## config.mk

```make
export PLATFORM = sky130hd
export DESIGN_NAME = mem_port_arbiter
export DESIGN_NICKNAME = d
export VERILOG_FILES = /design/src/rtl/mem_port_arbiter.sv
export SDC_FILE = /design/constraint.sdc
export NUM_CORES = 1
export LEC_CHECK = 0
export CORE_MARGIN = 3
export CORE_UTILIZATION = 45
export DETAILED_ROUTE_END_ITERATION = 8
export GPL_ROUTABILITY_DRIVEN = 1
export GPL_TIMING_DRIVEN = 0
export PLACE_DENSITY = 0.95
export SLEW_MARGIN = 20
export SYNTH_ARGS = -nofsm -noshare
export SYNTH_HDL_FRONTEND = slang
export SYNTH_SLANG_ARGS = --single-unit
```

## constraint.sdc

```tcl
create_clock -name clock -period 5.2 [get_ports clock]
set_clock_uncertainty 0.1 [all_clocks]
set_input_delay 0.78 -clock clock [delete_from_list [all_inputs] [get_ports clock]]
set_output_delay 0.78 -clock clock [all_outputs]
set_load 0.05 [all_outputs]
```

## src/rtl/mem_port_arbiter.sv

```systemverilog
// mem_port_arbiter
// Arbitrates one single-port synchronous RAM (one-cycle read latency) among
// three requesters: data load/store, instruction fetch and VGA framebuffer
// reads. Every granted request runs the same four-state sequence
// IDLE -> ACCESS -> RESP -> ACK. Fixed priority data > fetch > VGA, with a
// starvation guard that hands the port to VGA after VGA_MAX_WAIT lost grants.
module mem_port_arbiter #(
    parameter int ADDR_W       = 16,
    parameter int DATA_W       = 16,
    parameter int VGA_MAX_WAIT = 4     // legal range 1..15
) (
    input  logic              clock,
    input  logic              reset,

    // data load/store port
    input  logic              dat_req,
    input  logic              dat_we,
    input  logic [ADDR_W-1:0] dat_addr,
    input  logic [DATA_W-1:0] dat_wdata,
    output logic              dat_ack,
    output logic [DATA_W-1:0] dat_rdata,

    // instruction fetch port (read only)
    input  logic              fet_req,
    input  logic [ADDR_W-1:0] fet_addr,
    output logic              fet_ack,
    output logic [DATA_W-1:0] fet_rdata,

    // VGA framebuffer port (read only)
    input  logic              vga_req,
    input  logic [ADDR_W-1:0] vga_addr,
    output logic              vga_ack,
    output logic [DATA_W-1:0] vga_rdata,

    // RAM macro side
    output logic [ADDR_W-1:0] mem_addr,
    output logic [DATA_W-1:0] mem_wdata,
    output logic              mem_we,
    input  logic [DATA_W-1:0] mem_rdata,

    output logic              busy
);

    // ------------------------------------------------------------------
    // State encoding and requester ids
    // ------------------------------------------------------------------
    localparam logic [1:0] S_IDLE   = 2'd0;
    localparam logic [1:0] S_ACCESS = 2'd1;
    localparam logic [1:0] S_RESP   = 2'd2;
    localparam logic [1:0] S_ACK    = 2'd3;

    localparam logic [1:0] ID_DAT = 2'd0;
    localparam logic [1:0] ID_FET = 2'd1;
    localparam logic [1:0] ID_VGA = 2'd2;

    // Threshold at which a waiting VGA request overrides fixed priority.
    localparam logic [3:0] WAIT_MAX = 4'(VGA_MAX_WAIT);

    // ------------------------------------------------------------------
    // Registered state
    // ------------------------------------------------------------------
    logic [1:0]        state;
    logic [1:0]        gnt_id;     // which port owns the current transaction
    logic [ADDR_W-1:0] gnt_addr;   // captured at grant, immune to req/addr changes
    logic              gnt_we;
    logic [DATA_W-1:0] gnt_wdata;
    logic [3:0]        vga_wait;   // lost arbitrations while VGA was requesting

    // ------------------------------------------------------------------
    // Arbitration result for the current IDLE cycle
    // ------------------------------------------------------------------
    logic              any_req;
    logic              vga_promote;
    logic [1:0]        win_id;
    logic [ADDR_W-1:0] win_addr;
    logic              win_we;
    logic [DATA_W-1:0] win_wdata;

    // Pick the winner and mux its request fields; only consumed in IDLE.
    always_comb begin
        // NOTE: every output of this block gets a default first, so no path
        // through the if/case chain leaves a value unassigned (no latches).
        any_req     = dat_req | fet_req | vga_req;
        vga_promote = vga_req && (vga_wait == WAIT_MAX);
        win_id      = ID_DAT;
        win_addr    = dat_addr;
        win_we      = 1'b0;
        win_wdata   = '0;

        if (vga_promote) begin
            win_id = ID_VGA;
        end else if (dat_req) begin
            win_id = ID_DAT;
        end else if (fet_req) begin
            win_id = ID_FET;
        end else if (vga_req) begin
            win_id = ID_VGA;
        end

        case (win_id)
            ID_DAT: begin
                win_addr  = dat_addr;
                win_we    = dat_we;
                win_wdata = dat_wdata;
            end
            ID_FET: win_addr = fet_addr;
            ID_VGA: win_addr = vga_addr;
            default: win_addr = dat_addr;
        endcase
    end

    // Main sequencer: fixed four-cycle walk once a request is granted.
    always_ff @(posedge clock) begin
        // NOTE: state updates use non-blocking assignments so every register
        // in the design samples pre-edge values, independent of block order.
        if (reset) begin
            state <= S_IDLE;
        end else begin
            case (state)
                S_IDLE:   if (any_req) state <= S_ACCESS;
                S_ACCESS: state <= S_RESP;
                S_RESP:   state <= S_ACK;
                S_ACK:    state <= S_IDLE;
                default:  state <= S_IDLE;
            endcase
        end
    end

    // Capture the winner's request at grant time; the RAM address/data
    // outputs come straight from here, so they hold between transactions.
    always_ff @(posedge clock) begin
        if (reset) begin
            gnt_id    <= ID_DAT;
            gnt_addr  <= '0;
            gnt_we    <= 1'b0;
            gnt_wdata <= '0;
        end else if (state == S_IDLE && any_req) begin
            gnt_id    <= win_id;
            gnt_addr  <= win_addr;
            gnt_we    <= win_we;
            gnt_wdata <= win_wdata;
        end
    end

    // Starvation counter: count VGA losses, clear on a VGA grant.
    always_ff @(posedge clock) begin
        if (reset) begin
            vga_wait <= '0;
        end else if (state == S_IDLE && any_req) begin
            if (win_id == ID_VGA) begin
                vga_wait <= '0;
            end else if (vga_req && vga_wait < WAIT_MAX) begin
                vga_wait <= vga_wait + 4'd1;
            end
        end
    end

    // Read-data holding registers: only the granted port's register loads,
    // and only on a read, at the end of RESP when the RAM output is valid.
    always_ff @(posedge clock) begin
        // NOTE: these are plain registers, not a memory array, and their
        // post-reset value is visible on the ports, so they are reset.
        if (reset) begin
            dat_rdata <= '0;
            fet_rdata <= '0;
            vga_rdata <= '0;
        end else if (state == S_RESP && !gnt_we) begin
            case (gnt_id)
                ID_DAT:  dat_rdata <= mem_rdata;
                ID_FET:  fet_rdata <= mem_rdata;
                ID_VGA:  vga_rdata <= mem_rdata;
                default: dat_rdata <= dat_rdata;
            endcase
        end
    end

    // ------------------------------------------------------------------
    // Outputs decoded from registered state (no input-to-output paths)
    // ------------------------------------------------------------------
    assign mem_addr  = gnt_addr;
    assign mem_wdata = gnt_wdata;
    assign mem_we    = (state == S_ACCESS) && gnt_we;

    assign dat_ack   = (state == S_ACK) && (gnt_id == ID_DAT);
    assign fet_ack   = (state == S_ACK) && (gnt_id == ID_FET);
    assign vga_ack   = (state == S_ACK) && (gnt_id == ID_VGA);

    assign busy      = (state != S_IDLE);

endmodule
```

Word-level counts from Yosys, hierarchy flattened
Index checks and enable logic that the tools add are counted.
{ "word_totals": {"regBits": 89, "latch_bits": 0, "ram_bits": 0, "rom_bits": 0, "inputBits": 86, "mem_count": 0} }
{ "op_classes": {"n_addsub": 1, "mul": 0, "div": 0, "n_lt_le_gt_ge": 1, "eq_ne": 9, "shift": 0, "n_mux": 11, "bitwise_logic": 2, "n_reduce_logical": 18} }
{ "op_table": {"columns": ["op", "count"], "rows": [
  ["$pmux 16 s2", 1],
  ["$mux 16", 1],
  ["$mux 2", 5],
  ["$eq 2x2->1 const B", 4],
  ["$logic_and 1x1->1", 8],
  ["$mux 4", 2],
  ["$pmux 2 s4", 1],
  ["$reduce_and 2->1", 4],
  ["$eq 2x1->1 const B", 3],
  ["$logic_not 2->1", 3],
  ["$add 4x1->4 const B", 1],
  ["$eq 4x3->1 const B", 1],
  ["$lt 4x3->1 const B", 1],
  ["$reduce_bool 2->1", 2],
  ["$ne 2x2->1 const B", 1],
  ["$or 1x1->1", 2],
  ["$logic_not 1->1", 1],
  ["$mux 1", 1]
]} }

Logic depth before layout (Yosys ltp)
{ "logic_depth": {"ltp_word": 7, "depth_mapped": 11} }

Worst setup path before layout
No wires, ideal clock.
{ "synth_path": {"path_type": "register to output", "from": "register state[1]", "to": "output dat_ack", "arrival_time_ns": 1.669, "slack_ns": 2.651, "stages_incl_launch_ff": 3, "path_buffers": 0, "path_cell_list": "dfxtp_1 -> ha_1 -> nor3b_1"} }
{ "synth_via": {"elab_chain_len": 2} }
{ "synth_lines": {"columns": ["item", "line_no", "source"], "rows": [
  ["from (decl)", "62", "logic [1:0] state;"],
  ["from (signal assigned)", "117", "state <= S_IDLE;"],
  ["from (signal assigned)", "120", "S_IDLE: if (any_req) state <= S_ACCESS;"],
  ["from (signal assigned)", "121", "S_ACCESS: state <= S_RESP;"],
  ["$eq 2x2->1", "184", "assign dat_ack = (state == S_ACK) && (gnt_id == ID_DAT);"],
  ["$logic_and 1x1->1", "184", null],
  ["to (decl)", "20", "output logic dat_ack,"]
]} }
Every way passes these cells.

Final worst setup path
{ "layout_path": {"from": "input fet_req", "to": "register gnt_addr[8], in the netlist mem_addr[8]"} }
{ "layout_via": {"elab_chain_len": 5} }
{ "layout_lines": {"columns": ["item", "line_no", "source"], "rows": [
  ["from (decl)", "24", "input logic fet_req,"],
  ["$mux 2", "94", "end else if (fet_req) begin"],
  ["$mux 2", "92", "end else if (dat_req) begin"],
  ["$mux 2", "90", "if (vga_promote) begin"],
  ["$eq 2x2->1 or $eq 2x1->1 (tied branches)", "100", "case (win_id)"],
  ["$pmux 16 s2", "100", null],
  ["to (signal assigned)", "139", "gnt_addr <= win_addr;"],
  ["to (decl)", "64", "logic [ADDR_W-1:0] gnt_addr;"]
]} }
Several ways; a longest one is shown, not always the timed one.
A chain may end at the register's enable or synchronous reset.

==> metrics.md <==
| Metric | Value |
|---|---|
| Status | `complete, no violations` |
| Crit path from | `fet_req` |
| Synth warnings | `0` |
| Clock Sinks | `a little under 90` |
| Largest net degree at the start of global routing | `18` |
| Remaining DRCs | `0` |
| Tot GR Track Use | `0.247` |
| Final non-filler cell total | `746` |
| Placed insts | `730` |
| Starting Density | `0.475` |
| Lkg Pwr | `approximately 2.1 nW` |
| Max VDD drop | `about 0.24 mV` |
| CP Data Required Time | `~5400 ps` |
| Layout cell share with drive strength beyond 1 | `0.0606` |
| Area Overhead vs Synth | `53.6%` |
| CP max FO | `10` |
| Die Area | `around 0.0095 sq mm` |
| Setup-failing EPs final | `0` |
| Via density | `between 5 and 6` |
| Cts bufs inserted | `9` |
| CP Data Arrival Time | `~3300 ps` |
| Library cells used by synthesis | `39` |
| Most Frequent Cell on Critical Path | `clkbuf_1` |
| Chip height | `97.2 microns` |
| Vias in the first global route | `about 4000` |
| Worst-skew pair later-pin latency | `~350 ps` |
| PostCTS Resize Cnt | `0` |
| Cells along the critical path | `clkdlybuf4s50_1 -> nor2_1 -> o21ai_0 -> ha_1 -> clkbuf_1 -> clkbuf_1 -> a221o_1 -> nand3_1 -> a21oi_1` |
| Tmin final | `3090 ps` |
| RSZ-0062 raised after global routing | `false` |
| Max_slew headroom | `0.635` |
| Reg-to-reg startpoint | `vga_wait[0]` |
| Antenna Violating Nets Remaining | `0` |
| Port buffer count | `between 150 and 200` |
| Clock Tree Buf Depth | `2` |
| Tightest Pin Transition | `roughly 550 ps` |
| Ant diodes | `0` |
| Die X | `97.2 microns` |
| Fmax | `323 MHz` |
| Hold crit path type | `flip-flop to flip-flop` |
| Global-route wire length before repair | `a little under 20 mm` |
| Max Slew Vio Count | `0` |
| Total congestion overflow | `0` |
| Fin crit share | `0.595` |
| DP Worst Slack | `~1800 ps` |
| Core area | `between 0.007 and 0.008 sq mm` |
| Row cnt | `32` |
| Post-synth ARST share | `0` |
| Hold_buf cts | `0` |
| Fin. Hold Viols | `0` |
| DRT Pass-1 Iters | `4` |
| Flip-flop and latch count after synthesis | `89` |
| CP delay by family, top | `buffers and inverters` |
| Setup crit end kind | `flip-flop` |
| Critical path's slowest cell | `clkdlybuf4s50_1` |
| Clock root buffer master | `clkbuf_8` |
| Syn Std Cell Area | `0.00374 sq mm` |
| Htree depth | `3` |
| Final WS setup | `between 2000 and 2500 ps` |
| Post-CTS setup buffer count | `0` |
| Pwr/cell area | `around 400 mW/mm^2` |
| WL final | `around 12 mm` |
| Setup_tns | `0 ps` |
| DR iter-0 viols | `approximately 160` |
| Syn_nets | `between 500 and 600` |
| CTS tree | `done` |
| Sequential share of the synthesized area | `0.476` |
| Ys flop type | `dfxtp_1` |
| Commonest non-fill, non-tap cell in the layout | `clkdlybuf4s50_1` |
| RD Place Congestion | `~0.81` |
| Max Cap Violations | `0` |
| Initial antenna violation count | `0` |
| Commonest cells after routing, fill and taps aside | `169 x clkdlybuf4s50_1, 128 x nand2_1, 89 x dfxtp_1, 81 x a21oi_1, 36 x nand3_1` |
| Syn Area/Cell | `8.16 sq um` |
| CP Buf/Inv Count | `3` |
| Setup crit start kind | `input port` |
| Hold path startpoint | `mem_wdata[10]` |
| Clk slew on worst S/H paths | `~100 ps` |
| Routed WL per cell | `15.9 microns` |
| Final core utilization | `0.729` |
| Mapped Cells | `between 400 and 500` |
| # nets final | `734` |
| Ports | `between 150 and 200` |
| Filler Cell Count | `between 500 and 600` |
| Dpl hpwl | `about 9.4 mm` |
| Total number of vias | `approximately 4000` |
| Setup CP Type | `input port to flip-flop` |
| Post-synth EDFFs | `0` |
| Slowest stage delay, CP | `560 ps` |
-- flip-flops by register name, indices dropped and copies added (netlist names) --
name / cells
vga_rdata: 16
vga_wait: 4
fet_rdata: 16
state: 2
gnt_we: 1
mem_addr: 16
dat_rdata: 16
gnt_id: 2
mem_wdata: 16
-- per-stage QoR --
step / area [sq um] / power (mW) / hold WS [ps]
final: 5750 / 2.29 / 357
after global routing: 5750 / 2.40 / 380
after CTS: 5750 / 2.30 / 356
after detailed placement: 5560 / 1.86 / 345
after global placement: 5560 / 1.83 / 337
after floorplan: 3740 / 1.49 / 351
-- logic make-up (layout without fill, tap and decap cells) --
group | Yosys count | count (layout) | synth area share
simple gates | 203 | 203 | 0.253
buf+inv | 49 | 234 | 0.0615
compound gates | 106 | 106 | 0.172
flops | 89 | 89 | 0.476
fa+ha+maj | 9 | 9 | 0.0301
mux | 3 | 3 | 0.00835
-- metal layers --
metal	routed length (microns)	track usage	share of wire
met5	0	0	0
met4	277	0.0895	0.023
met3	1280	0.0747	0.11
met2	5820	0.442	0.49
met1	4490	0.275	0.38
-- path summary, 6_finish.rpt --
| kind | end | slack (ps) | cells past startpoint |
|---|---|---|---|
| max | mem_addr[8] | 2110 | 9 |
| min | mem_wdata[10] | 360 | 2 |
| max reg2reg | mem_addr[8] | 2390 | 10 |
| min reg2reg | mem_wdata[10] | 360 | 2 |
-- synthesized netlist by cell type (2+ instances only) --
library cell    n  share of area
buf_4           2         0.0040
buf_2           8          0.011
a21oi_1        81           0.11
nor3b_1         2         0.0040
clkbuf_2        2         0.0027
clkbuf_1       21          0.021
nand2b_1       16          0.027
dfxtp_1        89           0.48
nand3_1        36          0.048
o31ai_1         2         0.0040
and3b_1         2         0.0047
nand4bb_1       2         0.0060
buf_1           3         0.0030
buf_6           2         0.0060
nand2_1       128           0.13
inv_1          10          0.010
a221o_1        16          0.043
mux2i_1         2         0.0053
nand2_2         2         0.0033
ha_1            9          0.030
nor2_1          6         0.0060
-- tightest hold or removal path, delay by kind of cell, from the launching register on --
kind             cells  cell delay, ps
AO/OA/AOI/OAI        1              50
AND/OR/NAND/NOR      1              50
flip-flops           1             320
-- power by group --
part / total [mW] / internal, mW / switching, mW
sequential: 0.836 / 0.776 / 0.0593
clock: 0.449 / 0.183 / 0.266
combinational: 1.01 / 0.357 / 0.649
total: 2.29 / 1.32 / 0.975
-- area by class of cell --
class	instances	area, sq um	share of cell area
clock inverter	7	63.8	0.0111
inverter	10	37.5	0.00653
buffer	39	193	0.0335
timing repair buffer	169	1690	0.294
tap	102	128	0.0222
multi-input combinational	321	1730	0.301
sequential	89	1780	0.310
clock buffer	9	124	0.0215
No activity file was read; power rests on OpenSTA's default activity.
